$ cat config.mk
export PLATFORM = sky130hd
export DESIGN_NAME = mmio_interconnect
export DESIGN_NICKNAME = d
export VERILOG_FILES = /design/src/rtl/mmio_pkg.sv /design/src/rtl/mmio_read_aligner.sv /design/src/rtl/mmio_interconnect.sv
export SDC_FILE = /design/constraint.sdc
export NUM_CORES = 1
export LEC_CHECK = 0
export CORE_AREA = 2 2 148 150
export CTS_CLUSTER_DIAMETER = 80
export DETAILED_ROUTE_END_ITERATION = 6
export DIE_AREA = 0 0 150 152
export GPL_TIMING_DRIVEN = 0
export PLACE_DENSITY = 0.71
export SKIP_CTS_REPAIR_TIMING = 1
export SLEW_MARGIN = 30
export SYNTH_ARGS = -nofsm -noshare
export SYNTH_HDL_FRONTEND = slang
export SYNTH_SLANG_ARGS = --single-unit
$ cat constraint.sdc
create_clock -name clk -period 5.6 [get_ports clk]
set_input_delay 1.12 -clock clk [delete_from_list [all_inputs] [get_ports clk]]
set_output_delay 1.12 -clock clk [all_outputs]
set_load 0.02 [all_outputs]
$ cat src/rtl/mmio_pkg.sv
// Shared encodings for the MMIO interconnect: FSM states, access sizes,
// error causes and the alignment rule used at decode time.
package mmio_pkg;

    typedef enum logic [1:0] {
        ST_IDLE = 2'd0,
        ST_WAIT = 2'd1,
        ST_RESP = 2'd2
    } mmio_state_e;

    localparam logic [1:0] SZ_BYTE = 2'b00;
    localparam logic [1:0] SZ_HALF = 2'b01;
    localparam logic [1:0] SZ_WORD = 2'b10;

    localparam logic [1:0] ERR_NONE     = 2'b00;
    localparam logic [1:0] ERR_UNMAPPED = 2'b01;
    localparam logic [1:0] ERR_MISALIGN = 2'b10;
    localparam logic [1:0] ERR_TIMEOUT  = 2'b11;

    // An access is rejected when its width does not fit the low address
    // bits; the reserved size code is always rejected.
    function automatic logic is_misaligned(input logic [1:0] size,
                                           input logic [1:0] addr_lo);
        logic bad;
        case (size)
            SZ_BYTE: bad = 1'b0;
            SZ_HALF: bad = addr_lo[0];
            SZ_WORD: bad = |addr_lo;
            default: bad = 1'b1;
        endcase
        return bad;
    endfunction

endpackage

$ cat src/rtl/mmio_read_aligner.sv
// Picks the addressed byte or half out of a device read word and extends it
// to 32 bits; word reads pass through untouched.
module mmio_read_aligner
    import mmio_pkg::*;
(
    input  logic [31:0] word_in,
    input  logic [1:0]  addr_lo,
    input  logic [1:0]  size,
    input  logic        zext,
    output logic [31:0] word_out
);

    logic [7:0]  byte_sel;
    logic [15:0] half_sel;

    // lane extraction followed by sign or zero extension
    always_comb begin
        byte_sel = word_in[8*addr_lo +: 8];
        half_sel = addr_lo[1] ? word_in[31:16] : word_in[15:0];
        case (size)
            SZ_BYTE: word_out = {{24{~zext & byte_sel[7]}}, byte_sel};
            SZ_HALF: word_out = {{16{~zext & half_sel[15]}}, half_sel};
            default: word_out = word_in;
        endcase
    end

endmodule

$ cat src/rtl/mmio_interconnect.sv
// Memory-mapped interconnect between the core data port and N_DEV device
// slots. Decodes base/mask windows (lowest slot wins), rejects misaligned
// and unmapped accesses at decode, waits on the selected device's ready
// with a timeout, and returns windowed read data with a one-cycle pulse.
module mmio_interconnect
    import mmio_pkg::*;
#(
    parameter int                      N_DEV   = 6,
    parameter int                      ADDR_W  = 32,
    parameter logic [N_DEV*ADDR_W-1:0] BASE    = '0,
    parameter logic [N_DEV*ADDR_W-1:0] MASK    = '0,
    parameter int                      TIMEOUT = 15
) (
    input  logic                clk,
    input  logic                rst,
    input  logic                cpu_req,
    input  logic                cpu_we,
    input  logic [ADDR_W-1:0]   cpu_addr,
    input  logic [31:0]         cpu_wdata,
    input  logic [1:0]          cpu_size,
    input  logic                cpu_zext,
    output logic [31:0]         cpu_rdata,
    output logic                cpu_ready,
    output logic                cpu_err,
    output logic [1:0]          err_cause,
    output logic [N_DEV-1:0]    dev_sel,
    output logic [ADDR_W-1:0]   dev_addr,
    output logic                dev_we,
    output logic [1:0]          dev_size,
    output logic [31:0]         dev_wdata,
    input  logic [N_DEV*32-1:0] dev_rdata,
    input  logic [N_DEV-1:0]    dev_ready
);

    localparam int         IDX_W     = (N_DEV > 1) ? $clog2(N_DEV) : 1;
    localparam logic [1:0] S_IDLE    = ST_IDLE;
    localparam logic [1:0] S_WAIT    = ST_WAIT;
    localparam logic [1:0] S_RESP    = ST_RESP;
    // Down-counter load: terminal count 0 is reached on the TIMEOUT-th WAIT cycle.
    localparam logic [7:0] WAIT_LOAD = 8'(TIMEOUT - 1);

    logic [1:0]        state;
    logic [IDX_W-1:0]  idx_q;
    logic              zext_q;
    logic [1:0]        lane_q;
    logic [7:0]        wait_cnt;

    logic              dec_hit;
    logic [IDX_W-1:0]  dec_idx;
    logic [ADDR_W-1:0] dec_local;
    logic              dec_misalign;
    logic              accept;

    logic [31:0]       sel_rdata;
    logic              sel_ready;
    logic [31:0]       aligned;

    // window decode; scanning downwards lets the lowest matching slot win
    always_comb begin
        dec_hit   = 1'b0;
        dec_idx   = '0;
        dec_local = cpu_addr;
        for (int i = N_DEV - 1; i >= 0; i--) begin
            if ((cpu_addr & MASK[i*ADDR_W +: ADDR_W]) == BASE[i*ADDR_W +: ADDR_W]) begin
                dec_hit   = 1'b1;
                dec_idx   = IDX_W'(i);
                dec_local = cpu_addr & ~MASK[i*ADDR_W +: ADDR_W];
            end
        end
    end

    assign dec_misalign = is_misaligned(cpu_size, cpu_addr[1:0]);
    assign accept       = (state == S_IDLE) && cpu_req && !dec_misalign && dec_hit;
    assign sel_rdata    = dev_rdata[idx_q*32 +: 32];
    assign sel_ready    = dev_ready[idx_q];

    mmio_read_aligner u_aligner (
        .word_in  (sel_rdata),
        .addr_lo  (lane_q),
        .size     (dev_size),
        .zext     (zext_q),
        .word_out (aligned)
    );

    // device select follows the registered state so reset drops it at once
    always_comb begin
        dev_sel = '0;
        if (state == S_WAIT) begin
            dev_sel[idx_q] = 1'b1;
        end
    end

    // request latch: only accepted accesses reach the device bus
    always_ff @(posedge clk or posedge rst) begin
        if (rst) begin
            idx_q     <= '0;
            dev_addr  <= '0;
            dev_we    <= 1'b0;
            dev_size  <= '0;
            dev_wdata <= '0;
            zext_q    <= 1'b0;
            lane_q    <= '0;
        end else if (accept) begin
            idx_q     <= dec_idx;
            dev_addr  <= dec_local;
            dev_we    <= cpu_we;
            dev_size  <= cpu_size;
            dev_wdata <= cpu_wdata;
            zext_q    <= cpu_zext;
            lane_q    <= cpu_addr[1:0];
        end
    end

    // access FSM with registered response outputs
    always_ff @(posedge clk or posedge rst) begin
        if (rst) begin
            state     <= S_IDLE;
            wait_cnt  <= '0;
            cpu_ready <= 1'b0;
            cpu_err   <= 1'b0;
            cpu_rdata <= '0;
            err_cause <= ERR_NONE;
        end else begin
            case (state)
                S_IDLE: begin
                    if (cpu_req) begin
                        if (dec_misalign) begin
                            state     <= S_RESP;
                            cpu_ready <= 1'b1;
                            cpu_err   <= 1'b1;
                            cpu_rdata <= '0;
                            err_cause <= ERR_MISALIGN;
                        end else if (!dec_hit) begin
                            state     <= S_RESP;
                            cpu_ready <= 1'b1;
                            cpu_err   <= 1'b1;
                            cpu_rdata <= '0;
                            err_cause <= ERR_UNMAPPED;
                        end else begin
                            state    <= S_WAIT;
                            wait_cnt <= WAIT_LOAD;
                        end
                    end
                end
                S_WAIT: begin
                    if (sel_ready) begin
                        state     <= S_RESP;
                        cpu_ready <= 1'b1;
                        cpu_err   <= 1'b0;
                        cpu_rdata <= dev_we ? '0 : aligned;
                    end else if (wait_cnt == '0) begin
                        state     <= S_RESP;
                        cpu_ready <= 1'b1;
                        cpu_err   <= 1'b1;
                        cpu_rdata <= '0;
                        err_cause <= ERR_TIMEOUT;
                    end else begin
                        wait_cnt <= wait_cnt - 8'd1;
                    end
                end
                S_RESP: begin
                    state     <= S_IDLE;
                    cpu_ready <= 1'b0;
                    cpu_err   <= 1'b0;
                    cpu_rdata <= '0;
                end
                default: begin
                    state <= S_IDLE;
                end
            endcase
        end
    end

endmodule

==> flow_summary.toml <==
[sta]
timing.fmax_mhz = 329.2
final.setup.worst_slack_ns = 2.562
fin_crit_sh_pct = 54.24
worstMarginPinSlew_ns = 0.7323
setup_tns_ns = 0
fin_crit_ns = 3.038
finalSetupViolCount = 0
maxSlewViolCount = 0
hold_viol_final = 0
fin_skew_ns = 0.009884
rsz0062_at_grt = "no"
slew_headroom_pct = 50.67

[placement]
gp_congestion = 0.7960
io_buffers = 207
post-dp-hpwl_mm = 12.35
place_inst = 1026
pre_cts_ws_ns = 2.121

[finish]
regArea_um2 = 2853
diodes = 0
syn2layout_area_growth_pct = 61.16
multiInputGateArea_um2 = 2052
finalNonFillerCells = 1058
nNetsFinal = 1036
drive_above_1_share_pct = 7.712
layout_commonest_cell = "nand2_1"
fillCellCount = 2156
final_cell_mix = "nand2_1 (215), clkdlybuf4s50_1 (207), dfrtp_1 (114)"

[routing]
drtPass1Iterations = 7
first_iter_violations = 187
via_per_inst = 4.405
wl_per_cell_um = 15.59
final_antenna_net_count = 0
finalWirelength_mm = 16.50
via_count = 4661
drc_errors = 0

[clock_tree]
insertion_delay_ns = 0.41
cts_buffers = 17
ctsRootBufferMaster = "clkbuf_16"
ctsLongestPathBuffers = 2
htreeDepth = 4
cts_tree = "built"
cts.sinks = 114
clkSlewWorstSetupHoldPaths_ns = 0.05

[yosys]
synth_cells = 533
yosys.area.top_type_share_pct = 56.16
ys_types = 45
synth_ff_type = "dfrtp_1"
yosysSeqAreaShare_pct = 56.16
synth_warnings = 0
syn_avg_cell_area_um2 = 9.531
ys_ff_latch = 114
synth_area_um2 = 5080
synthTopCellsByArea = "dfrtp_1 (56%), nand2_1 (16%), a22o_1 (3.1%)"
synth_edf_count = 0
async_reset_ff_share_pct = 100.0
synth.largest_area_cell = "dfrtp_1"

[power_and_ir_drop]
pwr-share-comb_pct = 40.2
clkPwrFrac_pct = 28.5
seq_power_share_pct = 31.3
cellLeakagePower_nw = 3.701
swShare_pct = 35.98
power_density_nw_per_um2 = 499.9
p_int_w = 0.002620
p_switching_w = 0.001473
peakVddDrop_mv = 0.2518

[setup_path]
cp-end-kind = "flop"
cp.required_ns = 5.94
worstReg2RegEnd = "cpu_rdata[17]"
worstReg2RegStart = "dev_addr[0]"
crit_path_start_kind = "primary input"
arrival_ns = 3.38
r2r_slack_ns = 3.07
critPathKind = "in -> reg"
rr_worst_depth = 5
cp_max_fo = 10

[hold_path]
hold_start = "dev_addr[7]"
whs_path_depth = 2
hold_path.class = "reg -> reg"
min_to = "dev_addr[7]"

[outcome]
status = "complete, no violations"

[global_route]
overflow = 0
grt_pass1_wl_mm = 26.35
grt_max_degree = 82
antenna_found_initial = 0
grt_pass1_vias = 4889
grt_util_all_layers_pct = 14.79

[job]
drv_cap = 0

[floorplan]
fp-row-count = 54
die-area_um2 = 22800
core_region_area_um2 = 21350
die_w_um = 150
initial_utilization_pct = 23.79
io_pins = 378
die_y_um = 152
==> how the worst max path moves through the flow <==
stage	startpoint	endpoint	slack, ns	cells past startpoint
after floorplan	rst	cpu_err	1.46	1
after global placement	rst	dev_addr[8]	-0.45	2
after detailed placement	cpu_size[0]	dev_addr[26]	2.12	7
after CTS	cpu_size[0]	dev_addr[26]	2.56	7
after global routing	cpu_size[0]	dev_wdata[12]	2.38	7
final	dev_ready[0]	cpu_rdata[11]	2.56	6
==> worst max-delay path, cell delays in order <==
cell and delay, ns:
clkdlybuf4s50_1 0.61, nor4bb_1 0.31, clkbuf_1 0.41, o21ai_0 0.24
nor3_2 0.48, a221o_1 0.20
==> per-stage QoR <==
stage	power [W]	instance area, um2	hold slack, ns	utilization (%)
detailed placement	0.002947	7557	0.4613	35.40
finish	0.004093	8187	0.4683	38.34
CTS	0.004141	8187	0.4747	38.34
global route	0.004338	8187	0.4962	38.34
floorplan	0.002128	5095	0.5023	-
global placement	0.002917	7517	0.4584	35.21
==> flip-flops by register name, indices dropped and copies added (netlist names) <==
| signal | cells |
|---|---|
| state | 2 |
| dev_wdata | 32 |
| dev_we | 1 |
| err_cause | 2 |
| dev_addr | 32 |
| dev_size | 2 |
| cpu_rdata | 32 |
| cpu_ready | 1 |
| cpu_err | 1 |
| zext_q | 1 |
| wait_cnt | 8 |
==> cells by family (layout without fill, tap and decap cells) <==
group | count (synthesis) | after routing | share of synthesized area, %
XOR/XNOR | 5 | 5 | 0.8620
buffers and inverters | 42 | 283 | 3.744
flip-flops | 114 | 114 | 56.16
AND/OR/NAND/NOR | 289 | 289 | 24.75
adder cells (fa/ha/maj) | 2 | 2 | 0.4925
multiplexers | 9 | 9 | 1.971
other | 1 | 5 | 0.07382
AO/OA/AOI/OAI | 71 | 71 | 11.95
==> final cells by class <==
type / count / share of cell area, %
plain buffers: 36 / 2.048
clock buffers: 22 / 5.792
clock inverters: 10 / 1.895
inverters: 6 / 0.3668
multi-input cells: 381 / 25.06
flip-flops and latches: 114 / 34.85
well taps: 280 / 4.279
repair buffers: 209 / 25.71
==> metal layers <==
layer	routed length, um	GRT usage (%)
met5	0	0
met4	203	4.178
met3	1380	5.495
met2	7781	24.27
met1	7130	18.15
==> power groups by stage <==
| stage | registers, W | clock network (W) | logic [W] |
|---|---|---|---|
| 6_report | 0.00128 | 0.00117 | 0.00164 |
| 3_3_place_gp | 0.00128 | 0 | 0.00163 |
| 2_1_floorplan | 0.00158 | 0 | 0.000548 |
| 4_1_cts | 0.00129 | 0.00119 | 0.00166 |
| 3_5_place_dp | 0.00129 | 0 | 0.00166 |
| 5_1_grt | 0.00132 | 0.00123 | 0.00178 |
==> cell usage after synthesis (all sizes together), types with 2 or more instances <==
cell / number
nor2: 12
a21oi: 6
a221oi: 2
nor3: 7
xor2: 5
nand4: 2
mux2: 8
a221o: 8
a222oi: 6
a22o: 18
buf: 15
nand2: 215
o2111ai: 2
a21o: 3
nand3: 14
o211ai: 4
o2bb2ai: 8
o211a: 2
nor3b: 3
nor4: 2
nand2b: 18
nand3b: 8
clkbuf: 21
o21ai: 8
nor2b: 4
ha: 2
inv: 6
dfrtp: 114
No activity file was read; power rests on OpenSTA's default activity.
